`src/rtl/led_pattern_decoder.sv`:
```
// Passive monitor for the running-light LED bus: classifies frame-to-frame changes,
// locks onto the active display mode and flags protocol errors on loss of lock.
module led_pattern_decoder #(
  parameter int LOCK_COUNT = 3,
  parameter int INT_M0     = 2,
  parameter int INT_M1     = 8,
  parameter int INT_M2     = 4,
  parameter int INT_M3     = 1
) (
  input  logic        Clk,
  input  logic        Rst,
  input  logic [25:0] led_in,
  output logic [1:0]  det_mode,
  output logic        locked,
  output logic        mode_change,
  output logic        err,
  output logic [7:0]  match_cnt
);

  typedef enum logic [1:0] {
    HUNT    = 2'd0,
    CONFIRM = 2'd1,
    LOCKED  = 2'd2
  } state_t;

  localparam logic [3:0] GAP_M0  = 4'(INT_M0);
  localparam logic [3:0] GAP_M1  = 4'(INT_M1);
  localparam logic [3:0] GAP_M2  = 4'(INT_M2);
  localparam logic [3:0] GAP_M3  = 4'(INT_M3);
  localparam logic [2:0] LOCK_N  = 3'(LOCK_COUNT);

  function automatic logic [4:0] popcount26(input logic [25:0] v);
    logic [4:0] c;
    c = 5'd0;
    for (int i = 0; i < 26; i++) begin
      c = c + {4'd0, v[i]};
    end
    return c;
  endfunction

  function automatic logic [3:0] expected_gap(input logic [1:0] mode);
    logic [3:0] g;
    case (mode)
      2'd0:    g = GAP_M0;
      2'd1:    g = GAP_M1;
      2'd2:    g = GAP_M2;
      2'd3:    g = GAP_M3;
      default: g = GAP_M0;
    endcase
    return g;
  endfunction

  state_t      state_r, state_s;
  logic [25:0] prev_led_r;
  logic [3:0]  gap_cnt_r;
  logic        primed_r;
  logic        ever_locked_r;
  logic [1:0]  cand_r, cand_s;
  logic [2:0]  cnt_r, cnt_s;
  logic [1:0]  det_mode_r, det_mode_s;
  logic        locked_r, locked_s;
  logic        mode_change_r, mode_change_s;
  logic        err_r, err_s;
  logic [7:0]  match_cnt_r, match_cnt_s;
  logic        enter_lock_s;

  logic [25:0] diff_s;
  logic        change_s, event_s, upper_zero_s, sym_pair_s, single_bit_s;
  logic        cls_valid_s, timeout_s;
  logic [1:0]  cls_mode_s, ref_mode_s;

  assign diff_s       = led_in ^ prev_led_r;
  assign change_s     = (led_in != prev_led_r);
  assign event_s      = change_s && primed_r;
  assign upper_zero_s = (led_in[25:8] == 18'd0);
  assign single_bit_s = (popcount26(diff_s) == 5'd1);
  assign sym_pair_s   = (diff_s == 26'h81) || (diff_s == 26'h42) ||
                        (diff_s == 26'h24) || (diff_s == 26'h18);
  assign ref_mode_s   = (state_r == LOCKED) ? det_mode_r : cand_r;
  assign timeout_s    = !change_s && (state_r != HUNT) &&
                        (gap_cnt_r > expected_gap(ref_mode_s));

  // Classify the current change by diff shape and interval; first match wins
  always_comb begin
    cls_valid_s = 1'b0;
    cls_mode_s  = 2'd0;
    if (upper_zero_s && ((led_in[7:0] == 8'h55) || (led_in[7:0] == 8'hAA)) &&
        (gap_cnt_r == GAP_M0)) begin
      cls_valid_s = 1'b1;
      cls_mode_s  = 2'd0;
    end else if (upper_zero_s && single_bit_s && (diff_s[25:8] == 18'd0) &&
                 (gap_cnt_r == GAP_M1)) begin
      cls_valid_s = 1'b1;
      cls_mode_s  = 2'd1;
    end else if (upper_zero_s && sym_pair_s && (gap_cnt_r == GAP_M2)) begin
      cls_valid_s = 1'b1;
      cls_mode_s  = 2'd2;
    end else if (single_bit_s && (gap_cnt_r == GAP_M3)) begin
      cls_valid_s = 1'b1;
      cls_mode_s  = 2'd3;
    end else begin
      cls_valid_s = 1'b0;
    end
  end

  // Lock FSM next-state and next-output logic
  always_comb begin
    state_s       = state_r;
    cand_s        = cand_r;
    cnt_s         = cnt_r;
    det_mode_s    = det_mode_r;
    locked_s      = locked_r;
    mode_change_s = 1'b0;
    err_s         = 1'b0;
    match_cnt_s   = match_cnt_r;
    enter_lock_s  = 1'b0;
    case (state_r)
      HUNT: begin
        if (event_s && cls_valid_s) begin
          cand_s = cls_mode_s;
          cnt_s  = 3'd1;
          if (LOCK_N == 3'd1) begin
            enter_lock_s = 1'b1;
          end else begin
            state_s = CONFIRM;
          end
        end else begin
          state_s = HUNT;
        end
      end
      CONFIRM: begin
        if (event_s) begin
          if (cls_valid_s && (cls_mode_s == cand_r)) begin
            cnt_s = cnt_r + 3'd1;
            if (cnt_s == LOCK_N) begin
              enter_lock_s = 1'b1;
            end else begin
              state_s = CONFIRM;
            end
          end else if (cls_valid_s) begin
            cand_s = cls_mode_s;
            cnt_s  = 3'd1;
          end else begin
            state_s = HUNT;
          end
        end else if (timeout_s) begin
          state_s = HUNT;
        end else begin
          state_s = CONFIRM;
        end
      end
      LOCKED: begin
        // A rejected event is consumed here; it does not seed the next hunt
        if (event_s && cls_valid_s && (cls_mode_s == det_mode_r)) begin
          match_cnt_s = match_cnt_r + 8'd1;
        end else if (event_s || timeout_s) begin
          err_s    = 1'b1;
          locked_s = 1'b0;
          state_s  = HUNT;
        end else begin
          state_s = LOCKED;
        end
      end
      default: begin
        state_s  = HUNT;
        locked_s = 1'b0;
      end
    endcase
    if (enter_lock_s) begin
      state_s       = LOCKED;
      det_mode_s    = cand_s;
      locked_s      = 1'b1;
      match_cnt_s   = 8'd0;
      mode_change_s = (cand_s != det_mode_r) || !ever_locked_r;
    end else begin
      mode_change_s = 1'b0;
    end
  end

  // Frame history, interval counter and priming
  always_ff @(posedge Clk or posedge Rst) begin
    if (Rst) begin
      prev_led_r <= 26'd0;
      gap_cnt_r  <= 4'd0;
      primed_r   <= 1'b0;
    end else begin
      prev_led_r <= led_in;
      if (change_s) begin
        gap_cnt_r <= 4'd1;
        primed_r  <= 1'b1;
      end else if (gap_cnt_r != 4'd15) begin
        gap_cnt_r <= gap_cnt_r + 4'd1;
      end else begin
        gap_cnt_r <= gap_cnt_r;
      end
    end
  end

  // FSM state and registered outputs
  always_ff @(posedge Clk or posedge Rst) begin
    if (Rst) begin
      state_r       <= HUNT;
      cand_r        <= 2'd0;
      cnt_r         <= 3'd0;
      det_mode_r    <= 2'd0;
      locked_r      <= 1'b0;
      mode_change_r <= 1'b0;
      err_r         <= 1'b0;
      match_cnt_r   <= 8'd0;
      ever_locked_r <= 1'b0;
    end else begin
      state_r       <= state_s;
      cand_r        <= cand_s;
      cnt_r         <= cnt_s;
      det_mode_r    <= det_mode_s;
      locked_r      <= locked_s;
      mode_change_r <= mode_change_s;
      err_r         <= err_s;
      match_cnt_r   <= match_cnt_s;
      ever_locked_r <= ever_locked_r | enter_lock_s;
    end
  end

  assign det_mode    = det_mode_r;
  assign locked      = locked_r;
  assign mode_change = mode_change_r;
  assign err         = err_r;
  assign match_cnt   = match_cnt_r;

endmodule
```
`config.mk`:
```
export PLATFORM = sky130hd
export DESIGN_NAME = led_pattern_decoder
export DESIGN_NICKNAME = d
export VERILOG_FILES = /design/src/rtl/led_pattern_decoder.sv
export SDC_FILE = /design/constraint.sdc
export NUM_CORES = 1
export LEC_CHECK = 0
export CAP_MARGIN = 20
export CORE_ASPECT_RATIO = 0.6
export CORE_MARGIN = 2
export CORE_UTILIZATION = 54
export CTS_BUF_LIST = sky130_fd_sc_hd__clkbuf_4 sky130_fd_sc_hd__clkbuf_8
export CTS_CLUSTER_SIZE = 30
export DETAILED_ROUTE_END_ITERATION = 10
export PLACE_DENSITY = 0.74
export SLEW_MARGIN = 20
export SYNTH_ARGS = -nofsm -noshare
export SYNTH_HDL_FRONTEND = slang
export SYNTH_SLANG_ARGS = --single-unit
```
`constraint.sdc`:
```
create_clock -name Clk -period 9.3 [get_ports Clk]
set_input_delay 1.395 -clock Clk [delete_from_list [all_inputs] [get_ports Clk]]
set_output_delay 1.395 -clock Clk [all_outputs]
set_load 0.01 [all_outputs]
```
# --- Yosys cells after proc, flatten, opt, wreduce, memory -nomap -nowiden ---
# Index checks and enable logic that the tools add are counted.
# W data, S select, Z words.
totals:
  elab_cells: 156
  out_inout_bits: 13
  ff_bits: 52
  inputBits: 28
classes:
  n_addsub: 28
  n_reduce_logical: 36
  n_lt_le_gt_ge: 1
  muxes: 47
  n_bitwise: 2
  eq_ne: 30
op_table:
  columns: ["cell", "count"]
  rows:
  - ["$add A5 B1 Y5", 21]
  - ["$logic_not A18 Y1", 2]
  - ["$mux W2", 16]
  - ["$eq A26 B5 Y1 const B", 1]
  - ["$eq A26 B6 Y1 const B", 1]
  - ["$eq A26 B7 Y1 const B", 1]
  - ["$eq A26 B8 Y1 const B", 1]
  - ["$ne A26 B26 Y1", 1]
  - ["$xor A26 B26 Y26", 1]
  - ["$mux W8", 3]
  - ["$mux W1", 17]
  - ["$pmux W4 S4", 1]
  - ["$logic_and A1 B1 Y1", 14]
  - ["$mux W3", 4]
  - ["$ne A5 B5 Y1 const B", 2]
  - ["$reduce_bool A2 Y1", 5]
  - ["$add A8 B1 Y8 const B", 1]
  - ["$eq A8 B7 Y1 const B", 1]
  - ["$eq A8 B8 Y1 const B", 1]
  - ["$mux W4", 2]
  - ["$eq A2 B2 Y1 const B", 3]
  - ["$logic_or A1 B1 Y1", 6]
  - ["$ne A3 B3 Y1 const B", 2]
  - ["$pmux W2 S3", 1]
  - ["other kinds (30)", 36]

# --- Depth between registers and ports, before layout ---
# Gate-level depths: netlist (run 1).
logic_depth:
  ltp_word: 40
  mapped_depth: 24
  mapped_depth_nobuf: 23

# --- Worst setup path after synthesis (run 1) ---
# OpenSTA, ideal clock, no wires.
synth_path:
  kind: "input port to flip-flop"
  start: "in led_in[0]"
  end: "reg match_cnt_r[5], in the netlist match_cnt[5]"
  arrival_time_ns: 7.332
  stages: 20
  n_path_buf: 1
  slack_ns: 1.844
  cell_sequence: "xnor2_1 fa_1 fa_1 fa_1 fa_1 inv_1 fa_1 fa_1 ha_1 fa_1 nand3_1 a21oi_1 nor4_1 nand2_1 a21oi_1 xor2_1 or4_1 and2_1 buf_6 a211o_1"
synth_between:
  elab_chain_len: 39
  elab_cells_between_ends: 67
synth_rtl:
  columns: ["item", "line_no", "source"]
  rows:
  - ["from (decl)", "12", "input logic [25:0] led_in,"]
  - ["$xor A26 B26 Y26", "72", "assign diff_s = led_in ^ prev_led_r;"]
  - ["$add A1 B1 Y2", "36", "c = c + {4'd0, v[i]};"]
  - ["$add A2 B1 Y3", "36", null]
  - ["$add A3 B1 Y4", "36", null]
  - ["$add A4 B1 Y5", "36", null]
  - ["$add A5 B1 Y5 (21 in a row)", "36", null]
  - ["$eq A5 B1 Y1", "76", "assign single_bit_s = (popcount26(diff_s) == 5'd1);"]
  - ["$logic_and A1 B1 Y1, on equally long branches", "98, 91", null]
  - ["(+3 left out)", null, null]
  - ["$mux W2", "87", "if (upper_zero_s && ((led_in[7:0] == 8'h55) || (led_in[7:0] == 8'hAA)) &&"]
  - ["$eq A2 B2 Y1", "133", "if (cls_valid_s && (cls_mode_s == cand_r)) begin"]
  - ["$logic_and A1 B1 Y1", "133", null]
  - ["$mux W1", "133", null]
  - ["$mux W1", "132", "if (event_s) begin"]
  - ["$mux W1", "117", "case (state_r)"]
  - ["$reduce_bool A2 Y1 (no line)", null, null]
  - ["$reduce_and A2 Y1 (no line)", null, null]
  - ["to (signal assigned)", "219", "match_cnt_r <= match_cnt_s;"]
  - ["to (decl)", "64", "logic [7:0] match_cnt_r, match_cnt_s;"]
# Several ways; a longest one is shown, not always the timed one.
# A chain may end at the register's enable or synchronous reset.

# --- Worst setup path in the final report (run 1) ---
layout_path:
  start: "in led_in[5]"
  end: "reg match_cnt_r[5], in the netlist match_cnt[5]"
layout_between:
  elab_chain_len: 35
  elab_cells_between_ends: 63
layout_rtl:
  columns: ["item", "line_no", "source"]
  rows:
  - ["$xor A26 B26 Y26", "72", null]
  - ["$add A5 B1 Y5 (21 in a row)", "36", null]
  - ["$eq A5 B1 Y1", "76", null]
  - ["$logic_and A1 B1 Y1, on equally long branches", "98, 91", null]
  - ["$mux W2 or $logic_and A1 B1 Y1 (tied branches)", "98, 91", null]
  - ["$mux W2 or $logic_and A1 B1 Y1 (tied branches)", "95, 91", null]
  - ["$mux W2", "91", "end else if (upper_zero_s && single_bit_s && (diff_s[25:8] == 18'd0) &&"]
  - ["$mux W2", "87", null]
  - ["$eq A2 B2 Y1", "133", null]
  - ["$logic_and A1 B1 Y1", "133", null]
  - ["$mux W1", "133", null]
  - ["$mux W1", "132", null]
  - ["$mux W1", "117", null]
  - ["$reduce_bool A2 Y1 (no line)", null, null]
  - ["$reduce_and A2 Y1 (no line)", null, null]
# Several ways; a longest one is shown, not always the timed one.

==> results.cfg, run 1 <==
[global_route]
grt_pass1_wl_mm = 12.9
overflow = 0
antenna_found_initial = 0
grt_pass1_vias = 2641
grt_max_degree = 53
track_usage_pct = 23.7

[critical_path]
cp-start-kind = input pin
cp.arrival_ns = 8.58
path_cells = clkdlybuf4s50_1, xor2_1, fa_1, inv_1, fa_1, fa_1, fa_1, inv_1, fa_1, fa_1, ha_1, fa_1, nand3_1, a21oi_1, nor4_1, nand2_1, a21oi_1, xor2_1, or4_1, and2_1, a211o_1
crit_required_ns = 9.51
critPathMaxFanout = 12
path_buf_inv = 3
cp_slowest_stage_delay_ns = 0.69
path_common_cell = fa_1
path_class = input pin to flop
crit_family = adder cells
slowest_stage = or4_1
endpoint_kind = flop

[status]
status = completed

[floorplan]
initial_core_util_pct = 56.6
ios = 41
die_x_um = 108
core_um2 = 6190
row_count = 22
die-area_um2 = 7180
die_y_um = 66.4

[power]
power_density_nw_per_um2 = 339
leakage_nw = 1.83
vdd_drop_max_uv = 268

[sta]
setup_viol = 0
fmax_mhz = 119
hold_violations = 0
worst_pin_slew_ns = 0.904
fin_crit_sh_pct = 90.0
rsz0062_at_grt = no
max_slew_margin_pct = 39.7
min_period_ns = 8.37
fin_tns_setup_ns = 0
slew_viol_final = 0
skew_ns = 0.00799
hold_slack_ns = 0.453
setup_ws_ns = 0.927

[detailed_routing]
routed_wl_mm = 7.72
drtIter0Drc = 227
drcViolationCount = 0
wl_per_cell_um = 16.7
ant_nets = 0
vias = 2691
avgViaCountPerCell = 5.84
dr.pass1.iters = 5

[synth]
synth_edf_count = 0
synthCells = 335
yosysWarnings = 0
netlist.area_leader.share_pct = 37.1
yosysTopAreaCell = dfrtp_1
syn_area_um2 = 3510
postSynthAreaPerCell_um2 = 10.5
yosysSeqAreaShare_pct = 37.1
synth_flop_cell = dfrtp_1
yosys-top-cells-area = dfrtp_1 (37%), fa_1 (10%), ha_1 (8.2%)
syn_nets = 404
yosys.cell_types.count = 59
synthArstFlopShare_pct = 100
ys_seq_elements = 52

[clock_tree]
clkTransAtPathRegs_ns = 0.10
cts_buffer_depth = 2
cts_htree_levels = 2
cts_hold_buf = 0
cts_tree = done
clk_latency_ns = 0.31
cts_resized = 0
cts_setup_buffers = 0
clock-sinks = 52
cts_buffers = 5
root_buffer = clkbuf_8

[run]
cap_violations = 0

[placement]
finalWeightedCongestion = 0.864
pre_cts_slack_ns = 0.630
hpwl_mm = 6.08
place_inst = 453
portBuffers = 40

[layout]
diodes = 0
multi_input_area_um2 = 2050
nets = 445
finalNonFillerCells = 461
num-fill-cells = 502
ff_latch_area_um2 = 1300
drive_above_1_share_pct = 6.63
area_growth_pct = 17.1

[min_path]
min_path_type = flop to flop
==> synthesized netlist by cell type (all sizes together), types with 5 or more instances <==
cell type,instances
inv,34
xnor2,16
a21oi,12
a31oi,5
xor2,19
or2,5
nand3,18
nand2b,6
nand2,18
o21ai,6
fa,18
and3,7
nor2,11
dfrtp,52
nand4,5
ha,23
nor3,7
nor4,9
==> registers in the layout, indices dropped and copies added, names as in the netlist <==
name	count
cnt_r	3
gap_cnt_r	4
match_cnt	8
det_mode	2
cand_r	2
err	1
ever_locked_r	1
state_r	2
prev_led_r	26
locked	1
mode_change	1
primed_r	1
==> routing by layer <==
layer | global-route usage (%) | vias up | wire length [µm]
met5 | 0 | - | 0
met1 | 37.0 | 1301 | 3870
met4 | 7.05 | 0 | 107
met2 | 32.9 | 106 | 3110
li1 | - | 1270 | -
met3 | 4.83 | 14 | 631
==> tightest hold or removal path, cell delays in order, from the launching register on <==
cell     delay, ns
dfrtp_1       0.33
inv_1         0.05
nand2_1       0.05
==> path summary, 6_finish.rpt <==
path / startpoint / endpoint / slack [ns] / cells past startpoint
max in group asynchronous: Rst / prev_led_r[11]$_DFF_PP0_ / 7.19 / 2
min in group asynchronous: Rst / cnt_r[1]$_DFFE_PP0P_ / 1.55 / 2
min: ever_locked_r$_DFF_PP0_ / ever_locked_r$_DFF_PP0_ / 0.45 / 2
max reg2reg: prev_led_r[0]$_DFF_PP0_ / match_cnt[5]$_DFFE_PP0P_ / 2.15 / 19
max: led_in[5] / match_cnt[5]$_DFFE_PP0P_ / 0.93 / 21
min reg2reg: ever_locked_r$_DFF_PP0_ / ever_locked_r$_DFF_PP0_ / 0.45 / 2
==> area by class of cell <==
| type | count | share of cell area, % |
|---|---|---|
| Clock inverter | 1 | 0.731 |
| Inverter | 34 | 3.14 |
| Clock buffer | 7 | 2.34 |
| Tap cell | 84 | 2.56 |
| Timing Repair Buffer | 40 | 9.74 |
| Multi-Input combinational cell | 243 | 49.8 |
| Sequential cell | 52 | 31.7 |
==> power breakdown <==
part / switching [mW] / internal, mW
registers: 0.0100 / 0.240
logic: 0.584 / 0.389
clock network: 0.0757 / 0.0950
total: 0.670 / 0.724
==> cell usage in the layout (no fill, tap or decap), types with 4 or more instances in the layout <==
cell type        Yosys  final
dfrtp_1             52     52
clkbuf_8             0      7
clkdlybuf4s50_1      0     40
ha_1                23     23
nor4bb_1             4      4
nor2_1              11     11
nor3b_1              4      4
o21ai_0              4      4
nor3_1               7      7
nor4_1               8      8
a21o_1               4      4
a21oi_1             11     11
xnor2_1             16     16
fa_1                18     18
nand4_1              4      4
a31oi_1              5      5
inv_1               34     33
nand2_1             18     18
or2_2                5      5
nand3_1             18     18
xor2_1              18     18
and3_1               7      7
nand2b_1             6      6
==> cells by family after synthesis <==
logic type | after synthesis | share of synthesized area (%)
mux | 4 | 1.21
fa+ha+maj | 41 | 18.5
buf+inv | 40 | 4.56
flops | 52 | 37.1
simple gates | 110 | 18.8
xor+xnor | 35 | 8.95
compound gates | 53 | 10.9
==> per-stage QoR <==
stage          power, mW  area, µm²  utilization [%]
3_3_place_gp        1.15       3980             64.3
5_1_grt             1.52       4110             66.3
4_1_cts             1.38       4110             66.3
6_report            1.39       4110             66.3
3_5_place_dp        1.20       3980             64.3
2_1_floorplan      0.976       3510                -
Note: power is estimated with default switching activity, not from simulation.
==> run 2, diff against run 1 <==
--- a/config.mk
+++ b/config.mk
@@ -5,6 +5,7 @@
 export SDC_FILE = /design/constraint.sdc
 export NUM_CORES = 1
 export LEC_CHECK = 0
+export ABC_AREA = 1
 export CAP_MARGIN = 20
 export CORE_ASPECT_RATIO = 0.6
 export CORE_MARGIN = 2
@@ -13,6 +14,7 @@
 export CTS_CLUSTER_SIZE = 30
 export DETAILED_ROUTE_END_ITERATION = 10
 export PLACE_DENSITY = 0.74
+export RECOVER_POWER = 25
 export SLEW_MARGIN = 20
 export SYNTH_ARGS = -nofsm -noshare
 export SYNTH_HDL_FRONTEND = slang
==> run 2 against run 1 <==
  * First-iteration DRC count fell by 18%
  * Area after synthesis rose by 8.1%
  * Largest power group unchanged
  * Critical endpoint is now state_r[0]$_DFFE_PP0P_
  * Fmax rose by 14%
  * Highest routed layer unchanged
==> results.cfg, run 2 <==
[critical_path]
cp_num_cells = 29
cp-start-kind = input pin
critPathMaxFanout = 9
reg2reg_to = state_r[0]$_DFFE_PP0P_
rrSetupSlack_ns = 3.22
cp_slowest_stage_delay_ns = 0.61
path_class = input pin to flop
r2r_start = prev_led_r[1]$_DFF_PP0_
crit_family = adder cells
path_buf_inv = 5
slowest_stage = clkdlybuf4s50_1
r2r_cells = 26
cp.arrival_ns = 7.55
crit_required_ns = 9.52
endpoint_kind = flop

[layout]
design_area_um2 = 4420
final_common_cell = nand2_1
diodes = 0
largest-register = prev_led_r
nets = 605
drive_above_1_share_pct = 5.77
area_growth_pct = 16.6
largest_register_ffs = 26
final_cell_mix = nand2_1 (137), inv_1 (94), dfrtp_1 (52), nor2_1 (39), clkdlybuf4s50_1 (39)

[global_route]
antenna_found_initial = 0
grt_pass1_wl_mm = 14.1
overflow = 0
track_usage_pct = 23.9
grt_pass1_vias = 2967
grt_max_degree = 27

[synth]
yosysTopAreaCell = dfrtp_1
synth_edf_count = 0
yosys.cell_types.count = 30
synth_flop_cell = dfrtp_1
postSynthAreaPerCell_um2 = 7.79
yosysWarnings = 0
yosysMostFrequentCell = nand2_1
syn_nets = 556
synthArstFlopShare_pct = 100
netlist.area_leader.share_pct = 34.3
yosys-top-cells-area = dfrtp_1 (34%), nand2_1 (14%), fa_1 (9.5%)
syn_area_um2 = 3790
yosysSeqAreaShare_pct = 34.3
synthCells = 487
synth_common_cells = nand2_1 (137), inv_1 (94), dfrtp_1 (52)
ys_seq_elements = 52

[floorplan]
core_um2 = 6730
ios = 41
row_count = 23
die-area_um2 = 7730
die_y_um = 68.9
die_x_um = 112
initial_core_util_pct = 56.3

[min_path]
whs_endpoint = ever_locked_r$_DFF_PP0_
worstHoldStart = ever_locked_r$_DFF_PP0_
min_path_type = flop to flop
whs_path_depth = 1

[power]
sequentialPowerShare_pct = 19.4
net-switching-power_mw = 0.651
intPower_mw = 0.671
p_sw_share_pct = 49.3
vdd_drop_max_uv = 194
leakage_nw = 2.34
clockPowerShare_pct = 12.2
combinationalPowerShare_pct = 68.4
power_mw = 1.32
power_density_nw_per_um2 = 299

[detailed_routing]
vias = 3134
drcViolationCount = 0
wl_per_cell_um = 13.4
avgViaCountPerCell = 5.02
routed_wl_mm = 8.34
dr.pass1.iters = 4
ant_nets = 0
drtIter0Drc = 186

[sta]
slew_viol_final = 0
fin_tns_setup_ns = 0
hold_violations = 0
min_period_ns = 7.33
setup_viol = 0
rsz0062_at_grt = no
max_slew_margin_pct = 2.30
skew_ns = 0.0111
setup_ws_ns = 1.97
fmax_mhz = 136
fin_crit_sh_pct = 78.8
worst_pin_slew_ns = 1.47

[placement]
finalWeightedCongestion = 0.971
hpwl_mm = 6.77
post_dp_cell_area_um2 = 4340
pre_cts_slack_ns = 1.64
portBuffers = 40

[clock_tree]
cts_buffers = 5
cts_resized = 0
root_buffer = clkbuf_8
clock-sinks = 52
cts_setup_buffers = 0
clkTransAtPathRegs_ns = 0.09
cts_hold_buf = 0
cts_tree = done
cts_buffer_depth = 2
clk_latency_ns = 0.32
cts_htree_levels = 2

[status]
status = completed

[run]
cap_violations = 0
run 2: area by class of cell:
cell class                      instances  area [µm²]
Clock inverter                          2        35.0
Tap cell                               87         109
Inverter                               99         372
Sequential cell                        52        1300
Timing Repair Buffer                   42         408
Fill cell                             578        2310
Clock buffer                            6        76.3
Multi-Input combinational cell        336        2120
run 2: cells by family after synthesis:
kind of cell,count (synthesis),synth area share (%)
multiplexers,1,0.264
AND/OR/NAND/NOR,241,28.0
buffers and inverters,99,9.80
AO/OA/AOI/OAI,30,4.78
adder cells (fa/ha/maj),41,17.1
flip-flops,52,34.3
XOR/XNOR,23,5.71
run 2: per-stage QoR:
| step | hold slack, ns | util, % | instances |
|---|---|---|---|
| after floorplan | 0.434 | - | 487 |
| after global placement | 0.466 | 63.9 | 614 |
| after detailed placement | 0.450 | 64.5 | 616 |
| after CTS | 0.478 | 66.1 | 624 |
| after global routing | 0.509 | 65.6 | 624 |
| final | 0.481 | 65.6 | 624 |
run 2: worst max-delay path by stage:
stage | slack, ns | endpoint | startpoint
floorplan | 2.60 | ever_locked_r$_DFF_PP0_ | led_in[17]
global placement | 1.84 | state_r[0]$_DFFE_PP0P_ | led_in[3]
detailed placement | 1.64 | state_r[0]$_DFFE_PP0P_ | led_in[5]
CTS | 1.99 | state_r[0]$_DFFE_PP0P_ | led_in[5]
global route | 1.57 | state_r[0]$_DFFE_PP0P_ | led_in[5]
finish | 1.97 | state_r[0]$_DFFE_PP0P_ | led_in[3]
run 2: worst reg2reg max path: cells and delay by family, from the launching register on:
family,cells,cell delay [ns]
adders and majority gates,8,3.56
DFF,1,0.38
buffers and inverters,3,0.19
and+or+nand+nor,13,1.31
xor gates and xnor gates,2,0.53
run 2: routing by layer:
metal / GRT usage (%) / up-vias / share of wire [%]
li1: - / 1588 / -
met1: 38.3 / 1448 / 55
met2: 32.2 / 91 / 38
met3: 4.63 / 7 / 6.3
met4: 6.86 / 0 / 0.94
met5: 0 / - / 0
run 2: power groups by stage:
stage | sequential (mW) | combinational (mW) | clock, mW
floorplan | 0.257 | 0.713 | 0
global placement | 0.260 | 0.856 | 0
detailed placement | 0.260 | 0.891 | 0
CTS | 0.256 | 0.897 | 0.166
global route | 0.258 | 1.05 | 0.174
finish | 0.256 | 0.904 | 0.162
